## src/rtl/iiitb_vm_mp.sv

```systemverilog
// Vending machine with multiple products: select a product, insert coins,
// get the product plus change, or cancel and get a refund. Each product has
// its own stock counter, and a product stays sold out until reset.
//
// Handshake: sel_valid is a single-cycle strobe. It is accepted only in IDLE
// with an in-range, in-stock selection. out and change_valid are one-cycle
// pulses. prod and change hold meaningful values only while those pulses are
// high, and are 0 otherwise.
module iiitb_vm_mp #(
  parameter int                         N_PROD     = 4,
  parameter int                         PRICE_W    = 4,
  parameter logic [N_PROD*PRICE_W-1:0]  PRICES     = {4'd6, 4'd5, 4'd4, 4'd3},
  parameter int                         STOCK_W    = 4,
  parameter int                         STOCK_INIT = 3,
  localparam int                        SEL_W      = (N_PROD > 1) ? $clog2(N_PROD) : 1,
  localparam int                        CW         = PRICE_W + 1
) (
  input  logic              clk,
  input  logic              rst,
  input  logic [1:0]        in,
  input  logic [SEL_W-1:0]  sel,
  input  logic              sel_valid,
  input  logic              cancel,
  output logic              out,
  output logic [SEL_W-1:0]  prod,
  output logic [CW-1:0]     change,
  output logic              change_valid,
  output logic              busy,
  output logic [CW-1:0]     credit,
  output logic [N_PROD-1:0] sold_out,
  output logic [1:0]        dbg_state
);

  localparam logic [1:0] S_IDLE    = 2'd0;
  localparam logic [1:0] S_COLLECT = 2'd1;
  localparam logic [1:0] S_VEND    = 2'd2;
  localparam logic [1:0] S_REFUND  = 2'd3;

  logic [1:0]         state_q, state_d;
  logic [CW-1:0]      credit_q, credit_d;
  logic [SEL_W-1:0]   sel_q, sel_d;
  logic [STOCK_W-1:0] stock_q [N_PROD];
  logic [STOCK_W-1:0] stock_d [N_PROD];

  logic [PRICE_W-1:0] price_sel;
  logic               sel_ok;
  logic [CW-1:0]      coin_val;
  logic [CW-1:0]      credit_nxt;

  // Look up the latched product's price, and check whether the incoming
  // selection is legal. An out-of-range sel matches no product, so it is
  // rejected without any explicit range compare.
  always_comb begin
    price_sel = '0;
    sel_ok    = 1'b0;
    for (int i = 0; i < N_PROD; i++) begin
      if (sel_q == SEL_W'(i)) price_sel = PRICES[i*PRICE_W +: PRICE_W];
      if ((sel == SEL_W'(i)) && (stock_q[i] != '0)) sel_ok = 1'b1;
    end
  end

  // Decode the coin into units: 5 -> 1, 10 -> 2, 20 -> 4.
  always_comb begin
    case (in)
      2'b01:   coin_val = CW'(1);
      2'b10:   coin_val = CW'(2);
      2'b11:   coin_val = CW'(4);
      default: coin_val = '0;
    endcase
    credit_nxt = credit_q + coin_val;
  end

  // Next-state logic for the FSM, credit, latched selection and stock.
  always_comb begin
    state_d  = state_q;
    credit_d = credit_q;
    sel_d    = sel_q;
    stock_d  = stock_q;
    case (state_q)
      S_IDLE: begin
        if (sel_valid && sel_ok) begin
          sel_d    = sel;
          credit_d = '0;
          state_d  = S_COLLECT;
        end
      end
      S_COLLECT: begin
        // A coin inserted in the same cycle as cancel is still credited,
        // so it is returned as part of the refund.
        credit_d = credit_nxt;
        if (cancel) begin
          state_d = S_REFUND;
        end else if (credit_nxt >= {1'b0, price_sel}) begin
          state_d = S_VEND;
        end
      end
      S_VEND: begin
        for (int i = 0; i < N_PROD; i++) begin
          if ((sel_q == SEL_W'(i)) && (stock_q[i] != '0)) begin
            stock_d[i] = stock_q[i] - STOCK_W'(1);
          end
        end
        credit_d = '0;
        state_d  = S_IDLE;
      end
      S_REFUND: begin
        credit_d = '0;
        state_d  = S_IDLE;
      end
      default: begin
        credit_d = '0;
        state_d  = S_IDLE;
      end
    endcase
  end

  // State registers. A synchronous reset drops any credit without a refund
  // and restocks every product.
  always_ff @(posedge clk) begin
    if (rst) begin
      state_q  <= S_IDLE;
      credit_q <= '0;
      sel_q    <= '0;
      for (int i = 0; i < N_PROD; i++) stock_q[i] <= STOCK_W'(STOCK_INIT);
    end else begin
      state_q  <= state_d;
      credit_q <= credit_d;
      sel_q    <= sel_d;
      for (int i = 0; i < N_PROD; i++) stock_q[i] <= stock_d[i];
    end
  end

  // Outputs are decoded from registers only, so no input reaches an output
  // combinationally.
  always_comb begin
    out          = (state_q == S_VEND);
    change_valid = (state_q == S_VEND) || (state_q == S_REFUND);
    prod         = (state_q == S_VEND) ? sel_q : '0;
    case (state_q)
      S_VEND:   change = credit_q - {1'b0, price_sel};
      S_REFUND: change = credit_q;
      default:  change = '0;
    endcase
    busy      = (state_q != S_IDLE);
    credit    = credit_q;
    dbg_state = state_q;
    for (int i = 0; i < N_PROD; i++) sold_out[i] = (stock_q[i] == '0);
  end

endmodule

```

## config.mk

```make
export PLATFORM = sky130hd
export DESIGN_NAME = iiitb_vm_mp
export DESIGN_NICKNAME = d
export VERILOG_FILES = /design/src/rtl/iiitb_vm_mp.sv
export SDC_FILE = /design/constraint.sdc
export NUM_CORES = 1
export LEC_CHECK = 0
export ABC_AREA = 1
export ABC_CLOCK_PERIOD_IN_PS = 2550
export BUFFER_PORTS_ARGS = -buffer_cell sky130_fd_sc_hd__buf_2
export CAP_MARGIN = 10
export CORE_ASPECT_RATIO = 1.25
export CORE_MARGIN = 2
export CORE_UTILIZATION = 35
export CTS_CLUSTER_DIAMETER = 50
export DETAILED_ROUTE_END_ITERATION = 12
export PLACE_DENSITY = 0.54
export SETUP_SLACK_MARGIN = 0.2
export SLEW_MARGIN = 40
export SYNTH_ARGS = -nofsm -noshare
export SYNTH_HDL_FRONTEND = slang
export SYNTH_SLANG_ARGS = --single-unit
```

## constraint.sdc

```tcl
create_clock -name clk -period 2.55 [get_ports clk]
set_input_delay 0.255 -clock clk [delete_from_list [all_inputs] [get_ports clk]]
set_output_delay 0.255 -clock clk [all_outputs]
set_load 0.05 [all_outputs]
```

# Word-level counts from Yosys, hierarchy flattened
# Index checks and enable logic that the tools add are counted.
# classes
addsub	6
mul	0
div_mod_pow	0
n_lt_le_gt_ge	1
eq_ne	14
shift	0
muxes	17
bitwise_logic	0
n_reduce_logical	29
# op_table
operator	n
== test 2 bit, second input constant	8
zero test 4 bit	4
nonzero test 4 bit	4
subtractor 4 x 1 -> 4 bit, second input constant	4
case mux 5 bit (3 select lines)	1
two-way mux 4 bit	3
AND reduction 2 bit	6
two-way mux 2 bit	5
case mux 5 bit (2 select lines)	1
logical AND 1 bit	9
case mux 3 bit (3 select lines)	1
== test 2 x 1 -> 1 bit, second input constant	4
zero test 2 bit	3
case mux 2 bit (3 select lines)	1
adder 5 bit	1
>= comparator 5 x 4 -> 1 bit	1
two-way mux 5 bit	1
subtractor 5 x 4 -> 5 bit	1
two-way mux 1 bit	4
!= test 3 bit, second input constant	1
!= test 2 bit, second input constant	1
nonzero test 2 bit	1
OR reduction 2 bit	1
logical OR 1 bit	1
# word_totals
ff_bits	25
latchBits	0
ramBits	0
rom_bits	0
input_bits	8
output_inout_bits	21
wordCells	74
mem_count	0

# Logic depth before layout (Yosys ltp)
# logic_depth
ltp_word	9
depth_mapped	14
mapped_depth_nobuf	14

# Worst setup path before layout
# No wires, ideal clock.
# synth_timing
path_kind	reg-to-output
startpoint	reg credit_q[0] (netlist: credit[0])
endpoint	out change[2]
arrival_ps	2555
required_time_ps	2295
path_slack_ps	-260
path_stages_with_launch	7
path_buffers	0
cell_sequence	dfxtp_1 -> inv_1 -> ha_1 -> fa_1 -> inv_1 -> nor2_1 -> o21ai_0
# synth_between
elab_chain_len	2
# synth_lines
element	line	text
from (decl)	40	logic [CW-1:0] credit_q, credit_d;
from (signal assigned)	127	credit_q <= credit_d;
subtractor 5 x 4 -> 5 bit	140	S_VEND: change = credit_q - {1'b0, price_sel};
case mux 5 bit (2 select lines)	139	case (state_q)
to (decl)	26	output logic [CW-1:0] change,
# Every way passes these cells.

# Worst setup path in the final report
# layout_timing
startpoint	reg sel_q[1]
endpoint	out change[4]
# layout_between
elab_chain_len	7
word_cells_on_any_way	10
classes_between	1 x add/sub; 3 x eq/ne; 5 x mux; 1 x reduce/logical
# layout_lines
element	line	text
from (decl)	41	logic [SEL_W-1:0] sel_q, sel_d;
from (signal assigned)	128	sel_q <= sel_d;
zero test 2 bit	57	if (sel_q == SEL_W'(i)) price_sel = PRICES[i*PRICE_W +: PRICE_W];
two-way mux 2 bit	57	
two-way mux 4 bit (2 in a row)	57	
two-way mux 4 bit *	57	
subtractor 5 x 4 -> 5 bit *	140	
case mux 5 bit (2 select lines) *	139	
# Every way passes the cells marked *; elsewhere a longest branch is shown, timed or not.

==> report_table.html <==
<table>
<tr><th>Metric</th><th>Value</th></tr>
<tr><th colspan="2">Status</th></tr>
<tr><td>Run status</td><td>finished, final reports clean</td></tr>
<tr><th colspan="2">Clock network</th></tr>
<tr><td>Source-to-sink clock delay at the later pin of the worst-skew pair</td><td>0.28 ns</td></tr>
<tr><td>Clock transition at the register clock pins on the worst setup and hold paths after CTS</td><td>0.10 ns</td></tr>
<tr><td>H-tree depth</td><td>1</td></tr>
<tr><td>Clock tree from TritonCTS</td><td>built</td></tr>
<tr><td>Clock net sink count</td><td>25</td></tr>
<tr><td>CTS root buf</td><td>clkbuf_8</td></tr>
<tr><td>Number of CTS-inserted buffers</td><td>3</td></tr>
<tr><td>Cts hold-fix bufs</td><td>0</td></tr>
<tr><td>Buffer levels on the longest clock path</td><td>2</td></tr>
<tr><th colspan="2">Detailed routing</th></tr>
<tr><td>Wirelength per Cell</td><td>11.38 µm</td></tr>
<tr><td>Via count</td><td>1,555</td></tr>
<tr><td>Average via count per standard cell</td><td>4.614</td></tr>
<tr><td>Met1 WL</td><td>1776 µm</td></tr>
<tr><td>Total met3 wirelength after detailed routing</td><td>117 µm</td></tr>
<tr><td>DR iter-0 viols</td><td>67</td></tr>
<tr><td>Total DRC errors in the routed layout</td><td>0</td></tr>
<tr><td>Number of search-and-repair iterations in the first detailed-routing pass</td><td>4</td></tr>
<tr><td>Total routed wirelength</td><td>3836 µm</td></tr>
<tr><td>Number of nets with antenna violations after routing</td><td>0</td></tr>
<tr><td>Highest routed metal layer</td><td>met4</td></tr>
<tr><td>Routed wl met2</td><td>1902 µm</td></tr>
<tr><th colspan="2">Pwr</th></tr>
<tr><td>Clock network fraction of total power</td><td>27.8%</td></tr>
<tr><td>Static leakage</td><td>1.065 nW</td></tr>
<tr><td>Combinational group share of total power</td><td>27.1%</td></tr>
<tr><td>Switching power</td><td>322.9 µW</td></tr>
<tr><td>P_int</td><td>598.0 µW</td></tr>
<tr><td>Switching power share of the total</td><td>35.06%</td></tr>
<tr><td>Sequential fraction of design power</td><td>45.2%</td></tr>
<tr><td>Worst ir drop on vdd</td><td>209.7 µV</td></tr>
<tr><td>Power Density</td><td>466.1 nW/µm²</td></tr>
<tr><th colspan="2">Timing</th></tr>
<tr><td>Final slew viol count</td><td>0</td></tr>
<tr><td>Min Tclk post-route</td><td>2.246 ns</td></tr>
<tr><td>Setup violation total in the final timing report</td><td>0</td></tr>
<tr><td>Final hold violation count</td><td>0</td></tr>
<tr><td>Tightest Pin Transition</td><td>0.5974 ns</td></tr>
<tr><td>Max Clock Skew</td><td>0.01177 ns</td></tr>
<tr><td>Ratio of final minimum period to clock period</td><td>88.09%</td></tr>
<tr><td>Slack of the critical path</td><td>0.3036 ns</td></tr>
<tr><td>Setup repair after global routing missed its margin</td><td>no</td></tr>
<tr><td>Post-Route Setup TNS</td><td>0 ns</td></tr>
<tr><td>Final Hold Slack</td><td>0.2500 ns</td></tr>
<tr><td>Worst relative slew slack</td><td>60.13%</td></tr>
<tr><td>Upper clock frequency limit</td><td>0.4452 GHz</td></tr>
<tr><th colspan="2">Placement</th></tr>
<tr><td>Dpl ws</td><td>0.3390 ns</td></tr>
<tr><td>Final GP Congestion</td><td>0.8152</td></tr>
<tr><td>Number of buffer cells added on primary ports</td><td>28</td></tr>
<tr><td>Cell count after placement</td><td>331</td></tr>
<tr><td>Total half-perimeter wirelength after legalization and detailed placement</td><td>3044 µm</td></tr>
<tr><th colspan="2">Die</th></tr>
<tr><td>Die ar.</td><td>5386 µm²</td></tr>
<tr><td>Rows</td><td>28</td></tr>
<tr><td>Starting density of the core</td><td>35.87%</td></tr>
<tr><td>Chip height</td><td>81.56 µm</td></tr>
<tr><td>Placeable Area</td><td>4695 µm²</td></tr>
<tr><td>Width of the die</td><td>66.05 µm</td></tr>
<tr><td>Total I/O pin count</td><td>29</td></tr>
<tr><th colspan="2">Global routing</th></tr>
<tr><td>GRT Resource Usage Total</td><td>14.99%</td></tr>
<tr><td>GRT overflow</td><td>0</td></tr>
<tr><td>Wire length of the first global-routing pass</td><td>6258 µm</td></tr>
<tr><td>Pin count of the biggest net entering global routing</td><td>18</td></tr>
<tr><td>Number of antenna violations at the first check in global routing</td><td>0</td></tr>
<tr><td>Number of global-route vias before repair</td><td>1,390</td></tr>
<tr><th colspan="2">Synthesis</th></tr>
<tr><td>Total number of yosys warnings</td><td>0</td></tr>
<tr><td>Number of storage elements in the synthesis netlist</td><td>25</td></tr>
<tr><td>Cells after synthesis</td><td>247</td></tr>
<tr><td>Part of the Yosys area used for sequential elements</td><td>29.72%</td></tr>
<tr><td>Post-synthesis instance area</td><td>1684 µm²</td></tr>
<tr><td>Syn_nets</td><td>275</td></tr>
<tr><td>Syn Area/Cell</td><td>6.818 µm²</td></tr>
<tr><td>Post-synthesis cell type count</td><td>27</td></tr>
<tr><th colspan="2">Cells and area</th></tr>
<tr><td>Non-filler instance count after layout</td><td>337</td></tr>
<tr><td>Synthesis-to-layout area growth</td><td>17.31%</td></tr>
<tr><td>Diode insertion count for antenna repair</td><td>0</td></tr>
<tr><td>Final core utilization</td><td>42.08%</td></tr>
<tr><td>Share of cells above drive strength 1</td><td>18.05%</td></tr>
<tr><td>Number of nets in the finished design</td><td>306</td></tr>
<tr><th colspan="2">Flow run</th></tr>
<tr><td>Max-cap violation count</td><td>0</td></tr>
<tr><th colspan="2">Critical path</th></tr>
<tr><td>CP max FO</td><td>5</td></tr>
<tr><td>Data arrival time of the critical path</td><td>1.99 ns</td></tr>
<tr><td>Nature of the critical path startpoint</td><td>flip-flop</td></tr>
<tr><td>Crit Path Category</td><td>reg -&gt; out</td></tr>
<tr><td>Required time at the endpoint of the critical path</td><td>2.30 ns</td></tr>
<tr><td>Critical Path Sink Type</td><td>output pin</td></tr>
<tr><th colspan="2">Worst hold path</th></tr>
<tr><td>Class of the tightest hold or removal check</td><td>in -&gt; reg</td></tr>
</table>
==> cells in the final DEF, fill, tap and decap left out, drive strengths merged <==
master	n
inv	46
o21bai	3
or2	1
o22ai	5
fa	2
clkbuf	3
xor2	1
nand3b	2
buf	30
o21a	1
xnor2	1
nand2	57
ha	18
nor2	29
o21ai	10
a31oi	1
dfxtp	25
nand3	27
a21oi	14
nor3	1
==> final cells by class <==
class | count | area, µm²
fill | 518 | 2719
tap | 60 | 75.07
sequential | 25 | 503.0
clock buffer | 3 | 41.29
multi-input combinational | 173 | 1018
inverter | 45 | 171.4
timing repair buffer | 30 | 157.7
clock inverter | 1 | 8.758
==> sequential cells by signal, summed over array words and instances (netlist names) <==
| signal | flops |
|---|---|
| stock_q | 16 |
| dbg_state | 2 |
| sel_q | 2 |
| credit | 5 |
==> power groups by stage <==
stage	Sequential [mW]	Clock [mW]	Combinational (mW)
after global placement	0.426	0	0.235
final	0.416	0.256	0.249
after detailed placement	0.426	0	0.236
after global routing	0.418	0.287	0.279
after CTS	0.417	0.268	0.248
after floorplan	0.439	0	0.166
==> cell usage after synthesis <==
| cell | count | area, µm² |
|---|---|---|
| fa_1 | 2 | 40.04 |
| nor2_2 | 1 | 6.260 |
| o22ai_1 | 5 | 31.28 |
| nor3_4 | 1 | 16.27 |
| xor2_1 | 1 | 8.760 |
| nand2_1 | 56 | 210.2 |
| o21bai_1 | 3 | 22.52 |
| o21a_1 | 1 | 7.510 |
| or2_2 | 1 | 6.260 |
| a21oi_1 | 14 | 70.07 |
| nand2_2 | 1 | 6.260 |
| a31oi_1 | 1 | 6.260 |
| inv_4 | 1 | 6.260 |
| ha_1 | 18 | 225.2 |
| o21ai_2 | 1 | 8.760 |
| xnor2_1 | 1 | 8.760 |
| inv_2 | 1 | 3.750 |
| dfxtp_1 | 25 | 500.5 |
| clkbuf_1 | 2 | 7.510 |
| nand3_1 | 27 | 135.1 |
| dlygate4sd1_1 | 1 | 8.760 |
| o21ai_0 | 9 | 45.04 |
| nor2_1 | 27 | 101.4 |
| nor2_8 | 1 | 20.02 |
| inv_1 | 43 | 161.4 |
| nand3b_1 | 2 | 15.01 |
| buf_2 | 1 | 5.000 |
==> worst paths after layout <==
kind / startpoint / to / slack (ns) / depth (start not counted)
hold reg to reg: stock_q[0]$_SDFFE_PP1P_ / stock_q[0]$_SDFFE_PP1P_ / 0.47 / 2
setup / recovery: sel_q[1]$_SDFFE_PP0P_ / change[4] / 0.30 / 10
setup reg to reg: credit[1]$_SDFFE_PP0P_ / dbg_state[0]$_SDFFE_PP0P_ / 0.47 / 11
hold / removal: sel[1] / sel_q[1]$_SDFFE_PP0P_ / 0.25 / 3
==> critical path, stage by stage, from the launching register on <==
cell,delay (ns)
dfxtp_2,0.34
inv_2,0.07
ha_4,0.29
inv_1,0.06
fa_2,0.36
inv_1,0.08
nand2_1,0.06
nand3_1,0.09
a21oi_1,0.07
o21a_1,0.10
buf_4,0.18
==> what timing repair did <==
item                                    in CTS  in global routing
resized for setup                            6                  1
hold endpoints to repair                     0                  0
buffers inserted                             1                  1
endpoints found under the setup margin       4                  1
==> routing by layer <==
| layer | global-route usage [%] | vias to the layer above |
|---|---|---|
| li1 | - | 843 |
| met5 | 0 | - |
| met4 | 4.286 | 0 |
| met3 | 2.055 | 4 |
| met1 | 18.32 | 682 |
| met2 | 27.27 | 26 |
==> kinds of logic (layout without fill, tap and decap cells) <==
kind of cell / count (synthesis) / count (layout) / synth area share (%)
AO/OA/AOI/OAI: 34 / 34 / 11.37
AND/OR/NAND/NOR: 117 / 117 / 30.68
flip-flops: 25 / 25 / 29.72
adder cells (fa/ha/maj): 20 / 20 / 15.75
buffers and inverters: 49 / 79 / 11.44
XOR/XNOR: 2 / 2 / 1.040
==> per-stage QoR <==
stage	power, mW	area (µm²)
global route	0.9844	1976
global placement	0.6608	1891
CTS	0.9326	1966
finish	0.9209	1976
detailed placement	0.6620	1891
floorplan	0.6043	1697
Power figures use the tool's default switching activity.
